$ cat src/rtl/picorv32_pcpi_issue.sv
// PCPI issue stage: holds one request on the co-processor interface until a
// co-processor answers, or traps after TIMEOUT unclaimed cycles.
module picorv32_pcpi_issue #(
    parameter int TIMEOUT = 16
) (
    input  logic        clk,
    input  logic        resetn,
    input  logic        req_valid,
    output logic        req_ready,
    input  logic [31:0] req_insn,
    input  logic [31:0] req_rs1,
    input  logic [31:0] req_rs2,
    output logic        pcpi_valid,
    output logic [31:0] pcpi_insn,
    output logic [31:0] pcpi_rs1,
    output logic [31:0] pcpi_rs2,
    input  logic        pcpi_wr,
    input  logic [31:0] pcpi_rd,
    input  logic        pcpi_wait,
    input  logic        pcpi_ready,
    output logic        rsp_valid,
    input  logic        rsp_ready,
    output logic        rsp_wr,
    output logic [31:0] rsp_rd,
    output logic        rsp_trap,
    output logic        busy
);

    typedef enum logic [1:0] {
        IDLE  = 2'd0,
        ISSUE = 2'd1,
        RESP  = 2'd2
    } state_t;

    localparam logic [7:0] CNT_LAST = 8'(TIMEOUT - 1);

    state_t      state_q, state_d;
    logic [7:0]  cnt_q, cnt_d;
    logic [31:0] insn_q, insn_d;
    logic [31:0] rs1_q, rs1_d;
    logic [31:0] rs2_q, rs2_d;
    logic        rsp_wr_q, rsp_wr_d;
    logic [31:0] rsp_rd_q, rsp_rd_d;
    logic        rsp_trap_q, rsp_trap_d;

    always_ff @(posedge clk or negedge resetn) begin
        if (!resetn) begin
            state_q    <= IDLE;
            cnt_q      <= 8'd0;
            insn_q     <= 32'd0;
            rs1_q      <= 32'd0;
            rs2_q      <= 32'd0;
            rsp_wr_q   <= 1'b0;
            rsp_rd_q   <= 32'd0;
            rsp_trap_q <= 1'b0;
        end else begin
            state_q    <= state_d;
            cnt_q      <= cnt_d;
            insn_q     <= insn_d;
            rs1_q      <= rs1_d;
            rs2_q      <= rs2_d;
            rsp_wr_q   <= rsp_wr_d;
            rsp_rd_q   <= rsp_rd_d;
            rsp_trap_q <= rsp_trap_d;
        end
    end

    always_comb begin
        state_d    = state_q;
        cnt_d      = cnt_q;
        insn_d     = insn_q;
        rs1_d      = rs1_q;
        rs2_d      = rs2_q;
        rsp_wr_d   = rsp_wr_q;
        rsp_rd_d   = rsp_rd_q;
        rsp_trap_d = rsp_trap_q;
        case (state_q)
            IDLE: begin
                if (req_valid) begin
                    insn_d  = req_insn;
                    rs1_d   = req_rs1;
                    rs2_d   = req_rs2;
                    cnt_d   = 8'd0;
                    state_d = ISSUE;
                end
            end
            ISSUE: begin
                // A result wins over both a busy claim and an expiring timeout.
                if (pcpi_ready) begin
                    rsp_wr_d   = pcpi_wr;
                    rsp_rd_d   = pcpi_rd;
                    rsp_trap_d = 1'b0;
                    state_d    = RESP;
                end else if (pcpi_wait) begin
                    cnt_d = 8'd0;
                end else if (cnt_q == CNT_LAST) begin
                    rsp_wr_d   = 1'b0;
                    rsp_rd_d   = 32'd0;
                    rsp_trap_d = 1'b1;
                    state_d    = RESP;
                end else if (cnt_q != 8'hFF) begin
                    cnt_d = cnt_q + 8'd1;
                end
            end
            RESP: begin
                if (rsp_ready) begin
                    state_d = IDLE;
                end
            end
            default: begin
                state_d = IDLE;
            end
        endcase
    end

    assign req_ready  = (state_q == IDLE);
    assign pcpi_valid = (state_q == ISSUE);
    assign rsp_valid  = (state_q == RESP);
    assign busy       = (state_q != IDLE);
    assign pcpi_insn  = insn_q;
    assign pcpi_rs1   = rs1_q;
    assign pcpi_rs2   = rs2_q;
    assign rsp_wr     = rsp_wr_q;
    assign rsp_rd     = rsp_rd_q;
    assign rsp_trap   = rsp_trap_q;

endmodule
$ cat config.mk
export PLATFORM = sky130hd
export DESIGN_NAME = picorv32_pcpi_issue
export DESIGN_NICKNAME = d
export VERILOG_FILES = /design/src/rtl/picorv32_pcpi_issue.sv
export SDC_FILE = /design/constraint.sdc
export NUM_CORES = 1
export LEC_CHECK = 0
export CORE_MARGIN = 5
export CORE_UTILIZATION = 36
export CTS_CLUSTER_SIZE = 8
export DETAILED_ROUTE_END_ITERATION = 6
export PLACE_DENSITY = 0.78
export SLEW_MARGIN = 20
export SYNTH_ARGS = -nofsm -noshare
export SYNTH_HDL_FRONTEND = slang
export SYNTH_SLANG_ARGS = --single-unit
$ cat constraint.sdc
create_clock -name clk -period 1.7 [get_ports clk]
set_input_delay 0.34 -clock clk [delete_from_list [all_inputs] [get_ports clk]]
set_output_delay 0.34 -clock clk [all_outputs]
set_load 0.01 [all_outputs]
==> summary.md <==
| Metric | Value |
|---|---|
| Status | complete, but fails checks |
| Failing checks | negative setup slack |
| Gr busiest metal | met2 |
| GRT met3 Usage | 7.90% |
| GP Congestion | ~0.82 |
| Grt ovf | 0 |
| Vias/cell | between 4 and 5 |
| Die area | ~0.018 mm^2 |
| Post-Syn Instances | 352 |
| Max Clock Freq | about 550 MHz |
| Ys Warns | 0 |
| Slew HR | 69.8% |
| Die H | 133 um |
| Vias in the first global route | 4,769 |
| Post-Syn Area | 0.00542 mm^2 |
| Core area | 0.0146 mm^2 |
| Synth unique cells | 36 |
| Clock skew | 0.0176 ns |
| CP arrival | 2.12 ns |
| Wire per inst | 19.2 um |
| Post-route ant nets | 0 |
| CP required | ~2 ns |
| Total Power | 17.3 mW |
| Fin util | 65.1% |
| Setup crit end kind | flop |
| Tmin final | 1.82 ns |
| Worst-skew pair later-pin latency | approximately 0.43 ns |
| Cell Count, Final, Fillers Out | 861 |
| Final slew viol count | 0 |
| DP HPWL | 11.7 mm |
| Share of layout cells above drive strength 1 | between 20% and 30% |
| Syn_area_per_cell | 15.4 um^2 |
| RSZ-0062 raised after global routing | true |
| Tcrit/Tclk final | 107% |
| # IOs | 269 |
| Root Buffer | clkbuf_16 |
| Area Overhead vs Synth | 75.8% |
| TritonCTS clock tree | done |
| Final Cell Area | 0.00953 mm^2 |
| Placement Setup Slack | -0.346 ns |
| Endpoints failing setup | 39 |
| Post-synthesis register bit count | 140 |
| Post-synthesis sequential area ratio | between 60 and 70% |
| HP Class | in -> async |
| Total length of routed wires | 16.5 mm |
| Port bufs | 268 |
| Max cap viols | 0 |
| Clk buf depth | 2 |
| Num Clock Sinks | 140 |
| Num rows | 44 |
| CP max FO | 30 |
| DRC errors left | 0 |
| Worst setup SP type | flop |
| Placed Instances | roughly 820 |
| GR met1 Demand/Resource | 19.5% |
| Worst slew pin tran | 0.453 ns |
| Dpl cell area | 0.00854 mm^2 |
| Leak | 4.71 nW |
| VDD IR max | 0.00107 V |
| Critical path class | reg -> reg |
| Starting Density | between 30% and 40% |
| Power per Cell Area | about 1800 mW/mm^2 |
| Die Wd | about 130 um |
| Post-Syn Nets | roughly 490 |
| Worst setup margin | -0.120 ns |
| CTS Buf Count | 17 |
| Initial DRC count | 128 |
| Detailed-router iteration count before antenna repair | 4 |
| Final hold violation count | 0 |
| Final net count | 800 |
| M2 GR Usage | 32.0% |
| GRT Util Overall | 18.4% |
| H-tree depth | 4 |
| Largest net degree at the start of global routing | 48 |
| Antenna violations before repair | 0 |
| Ant. Diodes | 0 |
| Routed via count | roughly 4,200 |
| Clock-pin transition on the worst setup and hold timing paths | 0.07 ns |
| First-pass GRT wire length | 25.6 mm |
[layout make-up]
type                       instances  area, um^2
clock buffer                      19         453
clock inverter                    13         139
fill                            1024        5120
inverter                           4        15.0
multi-input combinational        186        1820
sequential                       140        3500
tap                              184         230
timing repair buffer             315        3360
[path summary, 6_finish.rpt]
path,start,endpoint,slack (ns),cells past startpoint
min in group clk,rsp_rd[12]$_DFFE_PN0P_,rsp_rd[12]$_DFFE_PN0P_,0.49,1
worst max register to register,cnt_q[7]$_DFFE_PN0P_,rsp_rd[6]$_DFFE_PN0P_,-0.12,5
max in group asynchronous,resetn,rsp_rd[17]$_DFFE_PN0P_,0.68,3
worst min-delay path,resetn,rsp_rd[22]$_DFFE_PN0P_,0.41,2
worst max-delay path,cnt_q[7]$_DFFE_PN0P_,rsp_rd[6]$_DFFE_PN0P_,-0.12,5
worst min register to register,rsp_rd[12]$_DFFE_PN0P_,rsp_rd[12]$_DFFE_PN0P_,0.49,1
[flip-flops by register name (all words and copies together) (netlist names)]
signal,cells
pcpi_insn,32
pcpi_rs1,32
pcpi_rs2,32
rsp_rd,32
cnt_q,8
state_q,2
rsp_trap,1
rsp_wr,1
[metal layers]
| metal | wire length, um | up-vias | share of wire, % |
|---|---|---|---|
| met4 | 348 | 0 | 2.1 |
| met5 | 0 | - | 0 |
| met2 | 8630 | 193 | 52 |
| met1 | 6090 | 2091 | 37 |
| li1 | - | 1905 | - |
| met3 | 1430 | 24 | 8.7 |
[cells in the final DEF, fill, tap and decap left out, types with 3 or more instances in the layout]
cell / synthesis / final
o31ai_1: 5 / 4
inv_1: 4 / 3
clkdlybuf4s50_1: 0 / 182
clkbuf_16: 0 / 22
buf_4: 0 / 29
a22o_4: 0 / 4
nand2_1: 3 / 3
dfrtp_1: 140 / 140
dlygate4sd2_1: 0 / 18
dlymetal6s2s_1: 0 / 63
nand4_1: 3 / 3
buf_2: 10 / 3
inv_6: 0 / 3
buf_6: 6 / 6
nor2_1: 8 / 6
nand2b_1: 5 / 5
a22o_1: 30 / 30
clkinv_2: 0 / 4
buf_12: 0 / 8
mux2_2: 96 / 95
o21ai_0: 7 / 5
[logic make-up after synthesis]
group / share of synthesized area, %
AO/OA/AOI/OAI: 8.59
AND/OR/NAND/NOR: 3.53
buffers and inverters: 2.86
adder cells (fa/ha/maj): 0.231
flip-flops: 64.7
multiplexers: 20.1
[through the flow]
stage	TNS (ns)	hold slack, ns
global route	-6.02	0.465
finish	-3.36	0.411
CTS	-3.55	0.414
detailed placement	-12.00	0.300
floorplan	-3.63	0.0444
global placement	-9.57	0.301
[critical path, stage by stage (launching register included)]
cell,delay (ns)
dfrtp_1,0.37
or4_4,0.55
o31ai_4,0.29
nand2_4,0.10
buf_12,0.17
a22o_1,0.20
[cells in the mapped netlist (all sizes together)]
| library cell | count | area [um^2] |
|---|---|---|
| a22o | 34 | 303 |
| a211oi | 1 | 20.0 |
| nor4 | 1 | 6.26 |
| ha | 1 | 12.5 |
| a31oi | 2 | 12.5 |
| nand4 | 3 | 18.8 |
| mux2 | 96 | 1080 |
| inv | 4 | 15.0 |
| o21bai | 1 | 7.51 |
| mux2i | 1 | 10.0 |
| nand3 | 2 | 10.0 |
| buf | 17 | 121 |
| or4 | 1 | 11.3 |
| or2b | 1 | 8.76 |
| or2 | 1 | 6.26 |
| and3 | 3 | 20.0 |
| o21ai | 7 | 35.0 |
| nor3 | 1 | 5.00 |
| o31ai | 6 | 58.8 |
| clkbuf | 5 | 18.8 |
| or3 | 1 | 6.26 |
| nand2 | 4 | 22.5 |
| a41oi | 1 | 8.76 |
| and2 | 1 | 6.26 |
| nand2b | 5 | 31.3 |
| dfrtp | 140 | 3500 |
| a21oi | 1 | 5.00 |
| or3b | 1 | 8.76 |
| a21o | 2 | 15.0 |
| nor2 | 8 | 30.0 |
[power by group]
| group | switching (mW) | internal (mW) |
|---|---|---|
| Combinational | 3.01 | 4.78 |
| Sequential | 0.854 | 4.93 |
| Clock | 1.44 | 2.24 |
[repair_timing]
action                                 4_1_cts  5_1_grt
gates resized for setup                     40       72
buffers inserted                             2        5
pin swaps                                    5        3
gates cloned                                 0        6
endpoints found under the hold margin       40        0
setup endpoints to repair                   59      138
hold buffers                                 1        0
Note: power is estimated with default switching activity, not from simulation.
